==> config.mk <==
export PLATFORM = sky130hd
export DESIGN_NAME = seq_mult_core
export DESIGN_NICKNAME = d
export VERILOG_FILES = /design/src/rtl/seq_mult_core.sv
export SDC_FILE = /design/constraint.sdc
export NUM_CORES = 1
export LEC_CHECK = 0
export ABC_AREA = 1
export BUFFER_PORTS_ARGS = -buffer_cell sky130_fd_sc_hd__buf_2
export CELL_PAD_IN_SITES_DETAIL_PLACEMENT = 1
export CELL_PAD_IN_SITES_GLOBAL_PLACEMENT = 2
export CORE_ASPECT_RATIO = 0.7
export CORE_UTILIZATION = 33
export DETAILED_ROUTE_END_ITERATION = 16
export GPL_TIMING_DRIVEN = 1
export PLACE_DENSITY = 0.83
export SLEW_MARGIN = 10
export SYNTH_ARGS = -nofsm -noshare
export SYNTH_HDL_FRONTEND = slang
export SYNTH_SLANG_ARGS = --single-unit
export TNS_END_PERCENT = 5
==> constraint.sdc <==
create_clock -name clk -period 2.9 [get_ports clk]
set_input_delay 0.29 -clock clk [delete_from_list [all_inputs] [get_ports clk]]
set_output_delay 0.29 -clock clk [all_outputs]
set_load 0.005 [all_outputs]
==> src/rtl/seq_mult_core.sv <==
// Sequential shift-and-add multiplier with a valid/ready handshake on both sides.
// It handles signed operands by multiplying their magnitudes and then negating the result.
module seq_mult_core #(
  parameter int WIDTH = 8
) (
  input  logic               clk,
  input  logic               reset,
  input  logic               in_valid,
  output logic               in_ready,
  input  logic [WIDTH-1:0]   a,
  input  logic [WIDTH-1:0]   b,
  input  logic               signed_mode,
  output logic               out_valid,
  input  logic               out_ready,
  output logic [2*WIDTH-1:0] product,
  output logic               busy
);

  typedef enum logic [1:0] {IDLE, CALC, DONE} state_t;

  state_t               state, state_nxt;
  logic [2*WIDTH-1:0]   mcand;
  logic [WIDTH-1:0]     mplier;
  logic [2*WIDTH-1:0]   acc;
  logic                 neg;

  // -2^(WIDTH-1) negates to itself and reads correctly as the unsigned magnitude.
  function automatic logic [WIDTH-1:0] magnitude(input logic [WIDTH-1:0] v, input logic sm);
    magnitude = (sm && v[WIDTH-1]) ? (~v + 1'b1) : v;
  endfunction

  function automatic logic [2*WIDTH-1:0] apply_sign(input logic [2*WIDTH-1:0] v, input logic n);
    apply_sign = n ? (~v + 1'b1) : v;
  endfunction

  always_ff @(posedge clk or posedge reset) begin
    if (reset) state <= IDLE;
    else       state <= state_nxt;
  end

  always_comb begin
    state_nxt = state;
    case (state)
      IDLE: if (in_valid)     state_nxt = CALC;
      CALC: if (mplier == '0) state_nxt = DONE;
      DONE: if (out_ready)    state_nxt = IDLE;
      default:                state_nxt = IDLE;
    endcase
  end

  always_ff @(posedge clk or posedge reset) begin
    if (reset) begin
      mcand   <= '0;
      mplier  <= '0;
      acc     <= '0;
      neg     <= 1'b0;
      product <= '0;
    end else begin
      case (state)
        IDLE: if (in_valid) begin
          mcand  <= {{WIDTH{1'b0}}, magnitude(a, signed_mode)};
          mplier <= magnitude(b, signed_mode);
          acc    <= '0;
          neg    <= signed_mode & (a[WIDTH-1] ^ b[WIDTH-1]);
        end
        CALC: if (mplier != '0) begin
          acc    <= acc + (mplier[0] ? mcand : '0);
          mcand  <= mcand << 1;
          mplier <= mplier >> 1;
        end else begin
          product <= apply_sign(acc, neg);
        end
        default: ;
      endcase
    end
  end

  assign in_ready  = (state == IDLE);
  assign out_valid = (state == DONE);
  assign busy      = (state != IDLE);

endmodule
==> metrics.txt <==
top_reg_cell synth=dfrtp_1; post-route cell area=4850 um^2; Post-synth EDFFs=0; Synth cell types=30; via count=4093; status=finished clean; YS warnings=0; CP endpoint kind=register; LEAKAGE=2.73 nW; Setup crit start=mplier[0]; WP data required=3.13 ns; first-pass GRT wire length=22.1 mm; initial antenna violation count=0; clock tree buffer depth=2; CP Max Fanout=17; reg2reg path depth=13; Slew HR=40.8%; synthesis-to-finish area growth=14.3%; setup bufs post-CTS=0; PortBufs=39; fmax=0.439 GHz; syn_nets=672; final-stage net count=712; ratio of cells with drive above 1 in the final layout=12.6%; crit path cell chain=nand2_1, inv_1, ha_1, inv_1, fa_1, inv_1, nand3_1, nand3_1, nand3_1, nand3_1, nand2_1, nand3_1, nand2_1; grt met2 use=30.2%; Fillers=1650; critical path's slowest cell=dfrtp_1; Setup TNS Final=0 ns; Residual DRC=0; Final WS setup=0.625 ns; Seq cells post-synth=59; Critical Path AT=2.51 ns; I/O Pins=40; vias in the first global route=4223; leading area contributor after synthesis=dfrtp_1; post-synthesis sequential area ratio=34.8%; Post-DP HPWL=10.5 mm; die area=13300 um^2; gr busiest metal=met1; ys async rst share=100%; Worst path max stage delay=0.65 ns; worst slew pin tran=0.885 ns; Via density=4.90; row count=34; power density over the cells=1140 nW/um^2; CP most frequent cell=nand3_1; H-tree depth=3; Max VDD drop=0.410 mV; Tot Pwr=5.51 mW; cts hold-fix bufs=0; Post-synth top cells=228 x nand2_1, 103 x inv_1, 63 x nand3_1, 59 x dfrtp_1, 36 x nor2_1; Post-Route WL=13.4 mm; Synth area leaders=dfrtp_1 35%, nand2_1 20%, inv_1 9.1%, nand3_1 7.4%, ha_1 5.3%; GR Util met1=33.9%; clock-pin transition on the worst setup and hold timing paths=0.06 ns; Core Region=12500 um^2; Slew Limit Fails=0; TritonCTS Buffers=9; chip width=137 um; Post-Syn Area=4240 um^2; CTS resizes=0; Post-DRT Antenna Nets=0; top-count cell post-synth=nand2_1; clock sinks=59; min Tclk post-route=2.28 ns; Remaining Overflow, GRT=0; Max Cap Viol=0; Antenna Cells=0; Clock Skews=0.0118 ns; met3 Use GR=4.66%; Placement Setup Slack=0.652 ns; Clock Latency Late Sink=0.34 ns; TritonCTS clock tree=built; root buffer cell=clkbuf_16; WL per Instance=16.0 um; Crit Path Category=reg2reg; Startpoint Class=register; post-synthesis area per instance=6.71 um^2; DP Area=4590 um^2; DRT iter0 DRCs=247; fin crit share=78.5%; Pre-antenna DRT Iters=4; Die Y-Extent=96.8 um; RSZ-0062 raised after global routing=no; cells after synthesis=632; largest net degree at the start of global routing=39; Starting Density=34.0%; r2r startpoint=mplier[0]; top-area cell type share of the netlist area=34.8%; GPL Wtd Cong=0.901; final setup violation count=0; Inst Count DP=823; Final Non-Filler Cells=835; Final Hold Vio Count=0; Tot GR Track Use=21.9%; worst hold path class=in2async
## registers in the layout, summed over array words and instances, names as in the netlist
name     cells
neg          1
mcand       16
acc         16
state        2
mplier       8
product     16
## cell type report
cell class	count	area [um^2]	share of cell area, %
well taps	162	203	4.18
flip-flops and latches	59	1480	30.5
repair buffers	45	240	4.96
inverters	112	420	8.68
multi-input cells	445	2250	46.4
clock buffers	12	256	5.29
## metal layers
layer  up-vias  part of all wire, %
li1       2042                    -
met2        66                   39
met3        11                  3.9
met5         -                    0
met1      1974                   56
met4         0                 0.99
## cell usage in the layout, fill, tap and decap left out, types with 5 or more instances in the layout
cell         n
clkbuf_16    9
nand3_1     63
inv_1      102
buf_2       39
nand4_1      5
nor2_1      36
o21ai_0     21
dfrtp_1     59
buf_4        6
inv_2        8
nand2_1    228
a21oi_1      6
xor2_1      13
ha_1        18
nand3b_1     5
o22ai_2     10
o21ai_1     17
## cells by family (layout without fill, tap and decap cells)
logic type	count (synthesis)	count (layout)	share of synthesized area [%]
AO/OA/AOI/OAI	60	60	9.15
XOR/XNOR	15	15	3.10
adder cells (fa/ha/maj)	19	19	5.79
buffers and inverters	128	169	12.1
flip-flops	59	59	34.8
AND/OR/NAND/NOR	351	351	35.0
## path summary, 6_finish.rpt
check | endpoint | slack (ns)
worst max-delay path | acc[12] | 0.62
worst min-delay path | mplier[1] | 0.12
worst max register to register | acc[12] | 0.62
worst min register to register | product[7] | 0.48
max in group asynchronous | product[15] | 2.03
min in group clk | state[1] | 0.13
## where the power goes
group	switching, mW	internal (mW)
clock network	0.373	0.605
registers	0.391	1.20
logic	1.91	1.03
total	2.68	2.83
## worst max-delay path: cells and delay by family (launching register included)
| kind | cells | cell delay, ns |
|---|---|---|
| simple gates | 8 | 0.72 |
| flops | 1 | 0.65 |
| fa+ha+maj | 2 | 0.56 |
| buf+inv | 3 | 0.24 |
## metrics by stage
stage / hold WS (ns) / util (%)
global placement: 0.464 / 36.8
global route: 0.143 / 38.9
floorplan: 0.376 / -
finish: 0.117 / 38.9
CTS: 0.126 / 38.9
detailed placement: 0.462 / 36.8
No activity file was read; power rests on OpenSTA's default activity.
